[src/rtl/tft_cmd_queue_if.sv]
// Command-queue bus: push side, status flags and the SPI transmitter handshake.
// The queue itself connects through the slave modport; the producer and the
// SPI transmitter model connect through the master modport.
interface tft_cmd_queue_if #(
    parameter int DEPTH = 16
);
    localparam int CW = $clog2(DEPTH) + 1;

    // push side
    logic          wr_en;
    logic [8:0]    wr_data;     // {dc, byte}

    // status
    logic          full;
    logic          empty;
    logic [CW-1:0] count;
    logic          overflow;
    logic          ack_error;
    logic          idle;

    // SPI transmitter side
    logic          spi_load;
    logic [7:0]    spi_data;
    logic          tft_dc;
    logic          spi_busy;

    modport slave (
        input  wr_en,
        input  wr_data,
        input  spi_busy,
        output full,
        output empty,
        output count,
        output overflow,
        output ack_error,
        output idle,
        output spi_load,
        output spi_data,
        output tft_dc
    );

    modport master (
        output wr_en,
        output wr_data,
        output spi_busy,
        input  full,
        input  empty,
        input  count,
        input  overflow,
        input  ack_error,
        input  idle,
        input  spi_load,
        input  spi_data,
        input  tft_dc
    );
endinterface

[src/rtl/tft_cmd_queue.sv]
// TFT command/data byte queue feeding an SPI byte transmitter.
// Entries are {dc, byte}. The head entry is handed to the transmitter with a
// spi_load request; the block waits for spi_busy as an acknowledge, then for
// spi_busy to fall before sending the next entry. An entry that is never
// acknowledged within ACK_TIMEOUT cycles is dropped and ack_error is latched.
module tft_cmd_queue #(
    parameter int DEPTH       = 16,   // power of two, >= 2
    parameter int ACK_TIMEOUT = 15    // >= 1
) (
    input  logic           clk,
    input  logic           reset,
    tft_cmd_queue_if.slave bus
);

    localparam int AW = $clog2(DEPTH);
    localparam int CW = AW + 1;
    localparam int TW = $clog2(ACK_TIMEOUT + 1);

    localparam logic [CW-1:0] DEPTH_C      = CW'(DEPTH);
    localparam logic [CW-1:0] COUNT_ZERO_C = {CW{1'b0}};
    localparam logic [TW-1:0] TIMER_LAST_C = TW'(ACK_TIMEOUT - 1);

    typedef enum logic [1:0] {
        ST_IDLE      = 2'd0,
        ST_WAIT_ACK  = 2'd1,
        ST_WAIT_DONE = 2'd2
    } state_t;

    // storage and pointers
    logic [8:0]    mem_r [DEPTH];
    logic [AW-1:0] wr_ptr_r;
    logic [AW-1:0] rd_ptr_r;
    logic [CW-1:0] count_r;

    // registered status
    logic          full_r;
    logic          empty_r;
    logic          overflow_r;
    logic          ack_error_r;
    logic          idle_r;

    // transmitter side
    state_t        state_r;
    logic [TW-1:0] timer_r;
    logic          spi_load_r;
    logic [7:0]    spi_data_r;
    logic          tft_dc_r;

    // next-cycle decode
    logic          push_s;
    logic          pop_s;
    logic          timeout_s;
    logic          next_idle_s;
    logic [CW-1:0] count_next_s;
    logic [8:0]    head_s;

    // Push/pop qualification, timeout detect and next count / next-idle decode.
    always_comb begin
        push_s       = 1'b0;
        pop_s        = 1'b0;
        timeout_s    = 1'b0;
        next_idle_s  = 1'b0;
        count_next_s = count_r;
        head_s       = mem_r[rd_ptr_r];

        // a push against a full queue is refused even if a pop frees a slot
        push_s    = bus.wr_en & ~full_r;
        timeout_s = (state_r == ST_WAIT_ACK) & ~bus.spi_busy & (timer_r == TIMER_LAST_C);

        case (state_r)
            ST_IDLE: begin
                pop_s       = ~empty_r;
                next_idle_s = empty_r;
            end
            ST_WAIT_ACK: begin
                pop_s       = 1'b0;
                next_idle_s = timeout_s;
            end
            ST_WAIT_DONE: begin
                pop_s       = 1'b0;
                next_idle_s = ~bus.spi_busy;
            end
            default: begin
                pop_s       = 1'b0;
                next_idle_s = 1'b1;
            end
        endcase

        if (push_s && !pop_s) begin
            count_next_s = count_r + CW'(1);
        end else if (pop_s && !push_s) begin
            count_next_s = count_r - CW'(1);
        end else begin
            count_next_s = count_r;
        end
    end

    // Entry storage; a reset edge never writes so a reset-time push is lost.
    always_ff @(posedge clk) begin
        if (!reset && push_s) begin
            mem_r[wr_ptr_r] <= bus.wr_data;
        end
    end

    // Pointers, occupancy and the full/empty/overflow flags.
    always_ff @(posedge clk) begin
        if (reset) begin
            wr_ptr_r   <= {AW{1'b0}};
            rd_ptr_r   <= {AW{1'b0}};
            count_r    <= COUNT_ZERO_C;
            full_r     <= 1'b0;
            empty_r    <= 1'b1;
            overflow_r <= 1'b0;
        end else begin
            // pointers are exactly AW bits wide, so they wrap modulo DEPTH
            if (push_s) begin
                wr_ptr_r <= wr_ptr_r + AW'(1);
            end
            if (pop_s) begin
                rd_ptr_r <= rd_ptr_r + AW'(1);
            end
            if (bus.wr_en && full_r) begin
                overflow_r <= 1'b1;
            end
            count_r <= count_next_s;
            full_r  <= (count_next_s == DEPTH_C);
            empty_r <= (count_next_s == COUNT_ZERO_C);
        end
    end

    // Transmitter handshake FSM with its registered outputs and ack timer.
    always_ff @(posedge clk) begin
        if (reset) begin
            state_r     <= ST_IDLE;
            timer_r     <= {TW{1'b0}};
            spi_load_r  <= 1'b0;
            spi_data_r  <= 8'h00;
            tft_dc_r    <= 1'b0;
            ack_error_r <= 1'b0;
            idle_r      <= 1'b1;
        end else begin
            idle_r <= next_idle_s & (count_next_s == COUNT_ZERO_C);
            case (state_r)
                ST_IDLE: begin
                    // byte and DC stay on the lines until the next pop
                    if (pop_s) begin
                        spi_data_r <= head_s[7:0];
                        tft_dc_r   <= head_s[8];
                        spi_load_r <= 1'b1;
                        timer_r    <= {TW{1'b0}};
                        state_r    <= ST_WAIT_ACK;
                    end
                end
                ST_WAIT_ACK: begin
                    if (bus.spi_busy) begin
                        spi_load_r <= 1'b0;
                        state_r    <= ST_WAIT_DONE;
                    end else if (timeout_s) begin
                        // transmitter never answered: abandon this entry
                        spi_load_r  <= 1'b0;
                        ack_error_r <= 1'b1;
                        state_r     <= ST_IDLE;
                    end else begin
                        timer_r <= timer_r + TW'(1);
                    end
                end
                ST_WAIT_DONE: begin
                    if (!bus.spi_busy) begin
                        state_r <= ST_IDLE;
                    end
                end
                default: begin
                    spi_load_r <= 1'b0;
                    state_r    <= ST_IDLE;
                end
            endcase
        end
    end

    assign bus.full      = full_r;
    assign bus.empty     = empty_r;
    assign bus.count     = count_r;
    assign bus.overflow  = overflow_r;
    assign bus.ack_error = ack_error_r;
    assign bus.idle      = idle_r;
    assign bus.spi_load  = spi_load_r;
    assign bus.spi_data  = spi_data_r;
    assign bus.tft_dc    = tft_dc_r;

endmodule

[src/flat_wrapper.sv]
// flat-port wrapper written by rule: the top's interface ports become plain ports
module tft_cmd_queue_flat 
#(
    parameter int DEPTH       = 16,                        
    parameter int ACK_TIMEOUT = 15           
)
  (clk, reset, bus_wr_en, bus_wr_data, bus_spi_busy, bus_full, bus_empty, bus_count, bus_overflow, bus_ack_error, bus_idle, bus_spi_load, bus_spi_data, bus_tft_dc);
  tft_cmd_queue_if #(.DEPTH(DEPTH)) bus_i ();
  input  logic clk;
  input  logic reset;
  input wire logic [$bits(bus_i.wr_en)-1:0] bus_wr_en;
  input wire logic [$bits(bus_i.wr_data)-1:0] bus_wr_data;
  input wire logic [$bits(bus_i.spi_busy)-1:0] bus_spi_busy;
  output wire logic [$bits(bus_i.full)-1:0] bus_full;
  output wire logic [$bits(bus_i.empty)-1:0] bus_empty;
  output wire logic [$bits(bus_i.count)-1:0] bus_count;
  output wire logic [$bits(bus_i.overflow)-1:0] bus_overflow;
  output wire logic [$bits(bus_i.ack_error)-1:0] bus_ack_error;
  output wire logic [$bits(bus_i.idle)-1:0] bus_idle;
  output wire logic [$bits(bus_i.spi_load)-1:0] bus_spi_load;
  output wire logic [$bits(bus_i.spi_data)-1:0] bus_spi_data;
  output wire logic [$bits(bus_i.tft_dc)-1:0] bus_tft_dc;
  assign bus_i.wr_en = bus_wr_en;
  assign bus_i.wr_data = bus_wr_data;
  assign bus_i.spi_busy = bus_spi_busy;
  assign bus_full = bus_i.full;
  assign bus_empty = bus_i.empty;
  assign bus_count = bus_i.count;
  assign bus_overflow = bus_i.overflow;
  assign bus_ack_error = bus_i.ack_error;
  assign bus_idle = bus_i.idle;
  assign bus_spi_load = bus_i.spi_load;
  assign bus_spi_data = bus_i.spi_data;
  assign bus_tft_dc = bus_i.tft_dc;
  tft_cmd_queue #(.DEPTH(DEPTH), .ACK_TIMEOUT(ACK_TIMEOUT)) u_core (.clk(clk), .reset(reset), .bus(bus_i));
endmodule
[config.mk]
export PLATFORM = sky130hd
export DESIGN_NAME = tft_cmd_queue_flat
export DESIGN_NICKNAME = d
export VERILOG_FILES = /design/src/rtl/tft_cmd_queue_if.sv /design/src/rtl/tft_cmd_queue.sv /design/src/flat_wrapper.sv
export SDC_FILE = /design/constraint.sdc
export NUM_CORES = 1
export LEC_CHECK = 0
export BUFFER_PORTS_ARGS = -buffer_cell sky130_fd_sc_hd__buf_2
export CELL_PAD_IN_SITES_DETAIL_PLACEMENT = 0
export CELL_PAD_IN_SITES_GLOBAL_PLACEMENT = 1
export CORE_ASPECT_RATIO = 1.4
export CORE_MARGIN = 5
export CORE_UTILIZATION = 52
export DETAILED_ROUTE_END_ITERATION = 16
export GPL_TIMING_DRIVEN = 0
export PLACE_DENSITY_LB_ADDON = 0.1
export SYNTH_ARGS = -nofsm -noshare
export SYNTH_HDL_FRONTEND = slang
export SYNTH_SLANG_ARGS = --single-unit
[constraint.sdc]
create_clock -name clk -period 2.3 [get_ports clk]
set_clock_uncertainty 0.05 [all_clocks]
set_input_delay 0.345 -clock clk [delete_from_list [all_inputs] [get_ports clk]]
set_output_delay 0.345 -clock clk [all_outputs]
set_load 0.02 [all_outputs]
# Yosys cells after proc, flatten, opt, wreduce, memory -nomap -nowiden
# Memories as Yosys holds them, arrays and structs flattened. A register that Yosys moved wholly into a read port is not among the register bits.
# Cells that the tools add are included.
# totals
regBits,25
ramBits,144
in_bits,13
output_inout_bits,20
wordCells,68
memories,1
# memory_table
name,words,width,rd,rd_ports_with_merged_regs,wr,line,source
u_core.mem_r,16,9,1,1,1,tft_cmd_queue.sv:30,logic [8:0] mem_r [DEPTH];
# op_classes
add_sub_neg,5
n_eq_ne,9
mux,19
bitwise,8
reduce_logical,15
# op_table
operator,count
$add A4 B1 Y4 const B,3
$mux W4,3
$mux W5,2
$reduce_and A3 Y1,3
$mux W2,4
$pmux W4 S2,1
$mux W1,6
$ne A2 B2 Y1 const B,3
$pmux W1 S3,2
$pmux W2 S3,1
$add A5 B1 Y5 const B,1
$eq A5 B5 Y1 const B,1
$logic_not A5 Y1,1
$sub A5 B1 Y5 const B,1
$and A1 B1 Y1,4
$eq A4 B4 Y1 const B,1
$logic_and A1 B1 Y1,4
$not A1 Y1,4
$reduce_and A4 Y1,1
$logic_not A1 Y1,3
$ne A3 B2 Y1 const B,1
$eq A2 B1 Y1 const B,1
$eq A2 B2 Y1 const B,1
$logic_not A2 Y1,1
other kinds (3),3

# Longest topological paths before layout
# Gate-level depths: netlist (run 1).
# logic_depth
depth_word,8
depth_mapped,7
depth_no_buf,7

# Worst setup path before layout (run 1)
# No wires, ideal clock.
# synth_timing
kind,flip-flop to flip-flop
from,reg u_core.count_r[0] (netlist: u_core.bus.count[0])
to,reg u_core.idle_r (netlist: u_core.bus.idle)
arrival_ns,1.907
slack_ns,0.251
stages_incl_launch_ff,7
path_buffers,0
path_cell_list,dfxtp_1 inv_1 ha_1 or4_1 o211ai_1 a21oi_1 nor4_1
# synth_via
elab_chain_cells,5
elab_cells_between_ends,6
cone_classes,add/sub (2); mux (2); bitwise (1); reduce/logical (1)
# synth_rtl
element,line,source
start: declaration,tft_cmd_queue.sv:33,logic [CW-1:0] count_r;
start signal: assignment,tft_cmd_queue.sv:125,count_r <= count_next_s;
$sub A5 B1 Y5,tft_cmd_queue.sv:92,count_next_s = count_r - CW'(1);
$mux W5,tft_cmd_queue.sv:91,end else if (pop_s && !push_s) begin
$mux W5 (*),tft_cmd_queue.sv:89,if (push_s && !pop_s) begin
$logic_not A5 Y1 (*),tft_cmd_queue.sv:142,idle_r <= next_idle_s & (count_next_s == COUNT_ZERO_C);
$and A1 B1 Y1 (*),tft_cmd_queue.sv:142,
end signal: assignment,tft_cmd_queue.sv:142,
end: declaration,tft_cmd_queue.sv:40,logic idle_r;
# Mark *: on every way between the ends. The rest lies on a longest branch, timed or not.
# A chain may end at the register's enable or synchronous reset.

# Final worst setup path (run 1)
# layout_timing
from,reg u_core.full_r (netlist: u_core.bus.full)
to,"mem u_core.mem_r[3][5], enable pin"
# layout_via
elab_chain_cells,5
# layout_rtl
element,line,source
start: declaration,tft_cmd_queue.sv:36,logic full_r;
start signal: assignment,tft_cmd_queue.sv:126,full_r <= (count_next_s == DEPTH_C);
$not A1 Y1,tft_cmd_queue.sv:67,push_s = bus.wr_en & ~full_r;
$and A1 B1 Y1,tft_cmd_queue.sv:67,
$logic_and A1 B1 Y1,tft_cmd_queue.sv:100,if (!reset && push_s) begin
$mux W1,tft_cmd_queue.sv:100,
$mux W1 (implied by the code),tft_cmd_queue.sv:101,mem_r[wr_ptr_r] <= bus.wr_data;
end: declaration,tft_cmd_queue.sv:30,
# Every way passes these cells.

==> results.md, run 1 <==
- Hold path cells: 3
- H-tree levels: 4
- Grt ovf: 0
- Synth cell types: between 40 and 50
- Ant. Diodes: 0
- Dpl hpwl: 9.70 mm
- P&R area growth vs syn: 14.6%
- Pwr/cell area: approximately 1100 nW/µm²
- Fin nets: around 500
- Root Driver: clkbuf_16
- Mean Syn Cell Area: ~17 µm²
- Post-synth EDFFs: approximately 140
- Detail Route Antenna Nets: 0
- Max clock buf depth: 2
- Gpl congestion: 0.773
- Max-slew violation total from the final report: 0
- Mapped cell area: approximately 7000 µm²
- Row cnt: 50
- Hold Path Class: primary input to register
- Syn. warnings: 0
- Initial core utilization: 0.527
- Setup TNS: 0 ns
- Worst flop-to-flop path endpoint: u_core.mem_r[3][5]
- Synthesized instance count: 422
- Register bit total from synthesis: 178
- Cells along the critical path: nor2b_1 > buf_2 > nand2_1 > nor2_1
- Synth top area share: 0.616
- Setup CP Type: register to register
- Worst setup EP type: register
- Min-Delay Endpoint: u_core.bus.overflow
- Fin. Hold Viols: 0
- R2r startpoint: u_core.bus.full
- Largest cells by area after synthesis: edfxtp_1, mux4_2, dfxtp_1
- Worst vdd ir: about 0.53 mV
- WL met2: 7.67 mm
- Tot Pwr: around 8.8 mW
- Sw Share: 0.292
- Leak: 2.67 nW
- GR Util All Layers: 0.198
- Drt pass-1 iters: 5
- Post-layout min period: between 2 and 2.5 ns
- Comb power frac: 0.244
- Fraction of layout cells with a size suffix above 1: 0.258
- Uppermost layer routed: met4
- Mapped Nets: about 440
- Port Buf Inserts: 32
- Finished Core Util: 0.603
- Int Pwr: 6.20 mW
- Via count: roughly 3800
- Switching power total: ~2.6 mW
- First-pass GRT wire length: between 20 and 25 mm
- Register area share after synthesis: 0.713
- Synth Flop Type: edfxtp_1
- Largest net degree at the start of global routing: 17
- Pre-CTS setup slack: -0.240 ns
- Startpoint Class: register
- Max incr delay on CP: about 0.76 ns
- Initial DRC Count: 209
- Met3 WL: around 450 µm
- Async set-reset flop share out of synthesis: 0
- Initial antenna violation count: 0
- Worst-skew pair later-pin latency: 0.42 ns
- Yosys top cell by area: edfxtp_1
- Wire length on met1: 6.22 mm
- CTS tree: built
- Postcts setup bufs: 0
- I/O Pins: 33
- Drt total wl: 14.7 mm
- Avg WL per Cell: roughly 22 µm
- Clock power frac: 0.322
- Core Area: roughly 13000 µm²
- Slew HR: 0.383
- Fin crit share: 0.964
- Hold path start: bus_wr_en
- Reg clk slew, reported paths: around 0.07 ns
- Slew @ Worst Pin: between 0.9 and 1 ns
- # DRC: 0
- Crit path DAT: 2.21 ns
- RSZ-0062 raised after global routing: true
- Vias per inst: between 5 and 6
- R2r worst-path depth: 4
- Flop pwr share: 0.433
- FF-to-FF setup slack: slightly above 0.08 ns
- Vias in the first global route: between 3000 and 4000
- Die Height: between 100 and 150 µm
- Worst Slack Setup Final: 0.0822 ns
- Max-Cap Viols: 0
- Endpoints failing setup: 0
- CP max FO: 10
- CP required: 2.29 ns
- Max Freq: between 0.4 and 0.5 GHz
- CTS buffer count: 17
- Status: finished, final reports clean
- Slowest library cell on the worst path: nor2_1
- Sink Count: 178
- Die Wd: 108 µm
- Die Area: ~16000 µm²
routing by layer:
| layer | vias to the layer above | GRT usage |
|---|---|---|
| li1 | 1744 | - |
| met1 | 1923 | 0.262 |
| met2 | 80 | 0.331 |
| met3 | 22 | 0.0398 |
| met4 | 0 | 0.0613 |
| met5 | - | 0 |
placed cells by master, fill, tap and decap left out, types with 4 or more instances in the layout:
master     synthesis  final
edfxtp_1         144    144
nor2_1            47     43
buf_2              8     36
mux4_2            36     36
dfxtp_1           34     33
a21oi_1           28     28
clkbuf_16          0     17
a22oi_1           18     16
nand2_1           15     15
clkbuf_1          11      9
ha_1               9      9
nor3_1             9      8
inv_1              6      6
nor2b_1            6      6
xnor2_1            6      6
nand4_1            5      5
xor2_1             5      5
nor2_2             0      4
kinds of logic (layout without fill, tap and decap cells):
logic type               Yosys count  after routing  share of synthesized area
buffers and inverters             29             92                     0.0185
multiplexers                      38             38                      0.119
flip-flops                       178            178                      0.713
AO/OA/AOI/OAI                     56             56                     0.0501
XOR/XNOR                          11             11                     0.0137
adder cells (fa/ha/maj)            9              9                     0.0160
AND/OR/NAND/NOR                  101            101                     0.0692
cells in the mapped netlist, types with 8 or more instances:
cell type  instances
a22oi_1           18
a21oi_1           28
clkbuf_1          11
mux4_2            36
nor3_1             9
buf_2              8
nand2_1           15
edfxtp_1         144
dfxtp_1           34
nor2_1            47
ha_1               9
area by class of cell:
| type | count | area, µm² |
|---|---|---|
| inverter | 6 | 22.5 |
| tap | 182 | 228 |
| clock buffer | 17 | 425 |
| sequential | 178 | 5010 |
| fill | 989 | 5290 |
| clock inverter | 14 | 155 |
| timing repair buffer | 32 | 160 |
| buffer | 23 | 135 |
| multi-input combinational | 215 | 1910 |
how the worst max path moves through the flow:
stage / startpoint / end / slack (ns) / cells after the start
3_3_place_gp: u_core.rd_ptr_r[1] / u_core.bus.spi_data[5] / -0.22 / 7
5_1_grt: u_core.bus.full / u_core.mem_r[3][5] / -0.03 / 4
6_report: u_core.bus.full / u_core.mem_r[3][5] / 0.08 / 4
4_1_cts: u_core.rd_ptr_r[1] / u_core.bus.spi_data[5] / 0.02 / 7
2_1_floorplan: u_core.bus.count[0] / u_core.bus.idle / 0.25 / 6
3_5_place_dp: u_core.rd_ptr_r[1] / u_core.bus.spi_data[6] / -0.24 / 7
through the flow:
step / cell area (µm²) / std cells / hold WS [ns]
6_report: 8040 / 667 / 0.137
5_1_grt: 8040 / 667 / 0.141
4_1_cts: 8000 / 667 / 0.124
3_5_place_dp: 7410 / 636 / 0.400
3_3_place_gp: 7410 / 636 / 0.395
2_1_floorplan: 7020 / 422 / 0.394
flip-flops by register name, indices dropped and copies added, names as in the netlist, 2 cells and up:
register,count
u_core.timer_r,4
u_core.bus.count,5
u_core.bus.spi_data,8
u_core.rd_ptr_r,4
u_core.wr_ptr_r,4
u_core.mem_r,144
u_core.state_r,2
what timing repair did:
item	CTS	global route
hold buffers	0	0
gates resized for setup	5	14
endpoints found under the setup margin	9	68
critical path: cells and delay by family, from the launching register on:
kind          cells  cell delay [ns]
buf+inv           1             0.26
flops             1             0.34
simple gates      3             1.17
power groups by stage:
stage	clock (mW)	combinational [mW]	sequential (mW)
finish	2.82	2.14	3.80
global placement	0	2.06	3.85
detailed placement	0	2.10	3.86
global route	3.02	2.33	3.82
CTS	2.88	2.13	3.79
floorplan	0	1.37	3.98
No activity file was read; power rests on OpenSTA's default activity.
==> inputs of run 2 (changes only) <==
--- a/config.mk
+++ b/config.mk
@@ -14,6 +14,7 @@
 export DETAILED_ROUTE_END_ITERATION = 16
 export GPL_TIMING_DRIVEN = 0
 export PLACE_DENSITY_LB_ADDON = 0.1
+export RECOVER_POWER = 50
 export SYNTH_ARGS = -nofsm -noshare
 export SYNTH_HDL_FRONTEND = slang
 export SYNTH_SLANG_ARGS = --single-unit
==> results.md, run 2 (same netlist as run 1, synthesis figures left out) <==
- Fin crit share: 0.964
- Max incr delay on CP: about 0.76 ns
- Placed cell areas: approximately 7400 µm²
- Drt total wl: roughly 15 mm
- Storage cell area: roughly 5000 µm²
- Initial antenna violation count: 0
- Flop pwr share: 0.433
- Die Height: 147 µm
- Worst-skew pair later-pin latency: roughly 0.41 ns
- Drt pass-1 iters: 7
- Dpl hpwl: between 9 and 10 mm
- Tot Pwr: a little under 9 mW
- Max reg flops: 144
- H-tree levels: 4
- Core Area: around 13000 µm²
- Root Driver: clkbuf_16
- Setup CP Type: register to register
- Fillcell total: between 900 and 1000
- First-pass GRT wire length: 22.9 mm
- Worst setup EP type: register
- Cell Count Post-Placement: around 640
- Leak: 2.64 nW
- Reg clk slew, reported paths: 0.07 ns
- Avg WL per Cell: between 20 and 25 µm
- I/O Pins: 33
- Largest net degree at the start of global routing: 17
- P&R area growth vs syn: 14.4%
- Worst hold margin: about 0.14 ns
- Grt ovf: 0
- Initial DRC Count: approximately 180
- CP delay by family, top: simple AND/OR/NAND/NOR gates
- Pwr/cell area: around 1100 nW/µm²
- Setup TNS: 0 ns
- Max-slew violation total from the final report: 0
- Slowest library cell on the worst path: nor2_1
- Die Area: around 16000 µm²
- Endpoints failing setup: 0
- Final instance area: 8030 µm²
- Comb power frac: 0.244
- Most common cell after layout, fill and taps aside: edfxtp_1
- Clock power frac: 0.323
- Int Pwr: 6.20 mW
- Cells along the critical path: nor2b_1 > buf_2 > nand2_1 > nor2_1
- Slew HR: 0.385
- Max clock buf depth: 2
- Port Buf Inserts: 32
- Max-Cap Viols: 0
- Crit path DAT: about 2.2 ns
- Ant. Diodes: 0
- Max Freq: between 0.4 and 0.5 GHz
- Most frequent cells in the layout: edfxtp_1, nor2_1, mux4_2
- CP max FO: 10
- Startpoint Class: register
- Initial core utilization: 0.527
- Via count: roughly 3800
- Fin cells: ~670
- Switching power total: around 2.6 mW
- CP required: ~2.3 ns
- Sink Count: between 150 and 200
- Sw Share: 0.293
- Fin. Hold Viols: 0
- Fin nets: 495
- # DRC: 0
- CTS buffer count: 17
- Vias per inst: 5.66
- Gpl congestion: between 0.7 and 0.8
- Fraction of layout cells with a size suffix above 1: 0.239
- Row cnt: 50
- Status: finished, final reports clean
- Multi-input logic area: roughly 1900 µm²
- Detail Route Antenna Nets: 0
- Slew @ Worst Pin: a little over 0.9 ns
- Largest Register: u_core.mem_r
- CP Buf/Inv Count: 1
- Worst vdd ir: around 0.53 mV
- Vias in the first global route: roughly 3900
- Post-CTS Hold Buffers: 0
- RSZ-0062 raised after global routing: true
- Post-layout min period: approximately 2.2 ns
- Die Wd: roughly 110 µm
- CTS tree: built
- Hold Path Class: primary input to register
- GR Util All Layers: 0.198
run 2: cell count changes in the layout (fill, tap and decap cells not counted):
| cell | change |
|---|---|
| clkbuf_1 | +9 |
| buf_2 | -9 |
run 2: metal layers:
layer	global-route usage	up-vias	routed length [µm]
met5	0	-	0
met4	0.0613	0	303
met3	0.0398	20	533
met2	0.331	77	7710
met1	0.262	1934	6190
li1	-	1742	-
run 2: area by class of cell:
type	count	area share
flip-flops and latches	178	0.623
multi-input cells	215	0.238
clock buffers	17	0.0530
well taps	182	0.0284
clock inverters	14	0.0193
repair buffers	32	0.0185
plain buffers	23	0.0168
inverters	6	0.00281
run 2: power groups by stage:
stage	logic, mW	clock network, mW	registers, mW
detailed placement	2.10	0	3.86
CTS	2.13	2.88	3.79
global placement	2.06	0	3.85
finish	2.14	2.83	3.80
global route	2.33	3.02	3.82
floorplan	1.37	0	3.98
run 2: repair_timing:
item	in CTS	in global routing
gates resized for setup	5	14
hold endpoints to repair	0	0
buffers inserted	0	0
endpoints found under the setup margin	9	68
run 2: worst paths after layout:
path	to	cells past startpoint	slack, ns	startpoint
worst min-delay path	u_core.bus.overflow	3	0.14	bus_wr_en
worst max register to register	u_core.mem_r[3][5]	4	0.08	u_core.bus.full
worst min register to register	u_core.bus.overflow	2	0.42	u_core.bus.overflow
worst max-delay path	u_core.mem_r[3][5]	4	0.08	u_core.bus.full
run 2: stage by stage:
stage           util  setup slack, ns
3_5_place_dp   0.556           -0.240
2_1_floorplan      -            0.251
5_1_grt        0.603          -0.0345
6_report       0.603           0.0831
3_3_place_gp   0.556           -0.218
4_1_cts        0.600           0.0186
run 2: worst min-delay path, stage by stage:
cell     delay, ns
buf_2         0.10
a21oi_1       0.06
nor2_1        0.07
==> inputs of run 3 (changes only) <==
--- a/config.mk
+++ b/config.mk
@@ -12,7 +12,6 @@
 export CORE_MARGIN = 5
 export CORE_UTILIZATION = 52
 export DETAILED_ROUTE_END_ITERATION = 16
-export GPL_TIMING_DRIVEN = 0
 export PLACE_DENSITY_LB_ADDON = 0.1
 export RECOVER_POWER = 50
 export SYNTH_ARGS = -nofsm -noshare
==> constraint.sdc (replaced) <==
create_clock -name clk -period 2.3 [get_ports clk]
set_clock_uncertainty 0.05 [all_clocks]
set_input_delay 0.69 -clock clk [delete_from_list [all_inputs] [get_ports clk]]
set_output_delay 0.69 -clock clk [all_outputs]
set_load 0.02 [all_outputs]
==> results.md, run 3 (same netlist as run 1, synthesis figures left out) <==
- Status: finished, final reports clean
- Leak: approximately 2.7 nW
- CP max FO: 10
- Detail Route Antenna Nets: 0
- Vias in the first global route: 3914
- Die Height: about 150 µm
- Initial antenna violation count: 0
- Most frequent cells in the layout: edfxtp_1, nor2_1, mux4_2
- Max reg flops: 144
- Flop pwr share: 0.437
- Fillcell total: between 1000 and 1500
- Vias per inst: between 5 and 6
- Worst-skew pair later-pin latency: roughly 0.42 ns
- Multi-input logic area: 1880 µm²
- Comb power frac: 0.243
- Pre-CTS setup slack: around 0.11 ns
- Drt total wl: 14.6 mm
- I/O Pins: 33
- Dpl hpwl: approximately 9.4 mm
- Fin nets: 506
- Met3 Use GR: 0.0380
- Max-slew violation total from the final report: 0
- Initial DRC Count: 367
- Gpl congestion: 0.797
- GRT met2 Usage: 0.324
- Worst vdd ir: around 0.53 mV
- Max Freq: about 0.48 GHz
- CTS tree: built
- Storage cell area: roughly 5000 µm²
- CP required: about 2.3 ns
- Root Driver: clkbuf_16
- Fin. Hold Viols: 0
- CTS buffer count: 17
- # DRC: 0
- Switching power total: 2.53 mW
- Met1 GRT Util: 0.266
- Row cnt: 50
- Slew HR: 0.435
- Endpoints failing setup: 0
- Largest net degree at the start of global routing: 40
- Fraction of layout cells with a size suffix above 1: 0.233
- Port Buf Inserts: 32
- Worst Slack Setup Final: ~0.21 ns
- H-tree levels: 4
- Grt ovf: 0
- Initial core utilization: 0.527
- Pwr/cell area: ~1100 nW/µm²
- Fin crit share: 0.909
- Max-Cap Viols: 0
- Hold Path Class: register to register
- Core Area: approximately 13000 µm²
- Ant. Diodes: 0
- Sink Count: between 150 and 200
- CP Buf/Inv Count: 3
- Max clock buf depth: 2
- Via count: 3825
- Max incr delay on CP: 0.38 ns
- Die Wd: ~110 µm
- Avg WL per Cell: between 20 and 25 µm
- RSZ-0062 raised after global routing: false
- Most common cell after layout, fill and taps aside: edfxtp_1
- Post-layout min period: 2.09 ns
- CP delay by family, top: buffers and inverters
- Setup CP Type: primary input to register
- Clock power frac: 0.320
- GR Util All Layers: 0.196
- Crit path DAT: 2.13 ns
- Startpoint Class: primary input
- Slew @ Worst Pin: between 0.8 and 0.9 ns
- Global routing's busiest layer: met2
- Setup TNS: 0 ns
- Postcts setup bufs: 0
- P&R area growth vs syn: 15.6%
- Worst setup EP type: register
- Cell repeated most along the worst path: clkbuf_1
- Sw Share: 0.291
- Die Area: approximately 16000 µm²
- Slowest library cell on the worst path: clkbuf_1
- Cells along the critical path: clkbuf_1 > nor2b_1 > clkbuf_1 > nand2_1 > nor2_1 > clkbuf_2
- Largest Register: u_core.mem_r
- Reg clk slew, reported paths: 0.06 ns
- Drt pass-1 iters: 4
- Post-CTS Hold Buffers: 0
- First-pass GRT wire length: approximately 23 mm
- Int Pwr: 6.15 mW
- Post-CTS Resized: 0
==> run 3: cell types whose count changed in the layout (fill, tap and decap cells not counted), moves of 3 or more <==
| cell | before | now |
|---|---|---|
| buf_2 | 27 | 11 |
| buf_4 | 0 | 27 |
| buf_6 | 3 | 0 |
| clkbuf_1 | 18 | 26 |
| nor2_1 | 43 | 47 |
| nor2_2 | 4 | 0 |
==> run 3: power groups by stage <==
stage	clock [mW]	sequential, mW	combinational [mW]
2_1_floorplan	0	3.98	1.37
3_3_place_gp	0	3.85	2.14
3_5_place_dp	0	3.86	2.16
4_1_cts	2.83	3.79	2.17
5_1_grt	2.95	3.81	2.31
6_report	2.78	3.79	2.11
==> run 3: final cells by class <==
class                      instances  share of cell area
clock inverter                     9             0.00802
sequential                       178               0.617
tap                              182              0.0281
timing repair buffer              66              0.0490
clock buffer                      23              0.0629
multi-input combinational        215               0.232
inverter                           6             0.00278
==> run 3: per-stage QoR <==
step	instances	power, mW	hold WS, ns	utilization	area, µm²
floorplan	422	5.35	0.432	-	7020
global placement	647	5.99	0.393	0.569	7580
detailed placement	647	6.02	0.406	0.569	7580
CTS	679	8.79	0.422	0.612	8160
global route	679	9.08	0.469	0.609	8110
finish	679	8.68	0.422	0.609	8110
==> run 3: metal layers <==
layer  routed length (µm)  share of wire  vias up
met5                    0              0        -
met4                  209          0.014        0
met3                  683          0.047       16
met2                 7590           0.52       89
met1                 6100           0.42     1955
li1                     -              -     1765
==> run 3: path summary, 6_finish.rpt <==
| path | startpoint | end | slack [ns] | cells after the start |
|---|---|---|---|---|
| worst min-delay path | u_core.bus.ack_error | u_core.bus.ack_error | 0.42 | 2 |
| worst max register to register | u_core.rd_ptr_r[0] | u_core.bus.spi_data[5] | 0.26 | 6 |
| worst min register to register | u_core.bus.ack_error | u_core.bus.ack_error | 0.42 | 2 |
| worst max-delay path | bus_wr_en | u_core.mem_r[6][3] | 0.21 | 6 |
==> run 3: worst register-to-register path, cell delays in order (launching register included) <==
cell	delay, ns
dfxtp_2	0.36
buf_12	0.23
mux4_2	0.62
a22oi_1	0.33
a21oi_1	0.12
a21oi_1	0.15
nor2_1	0.05
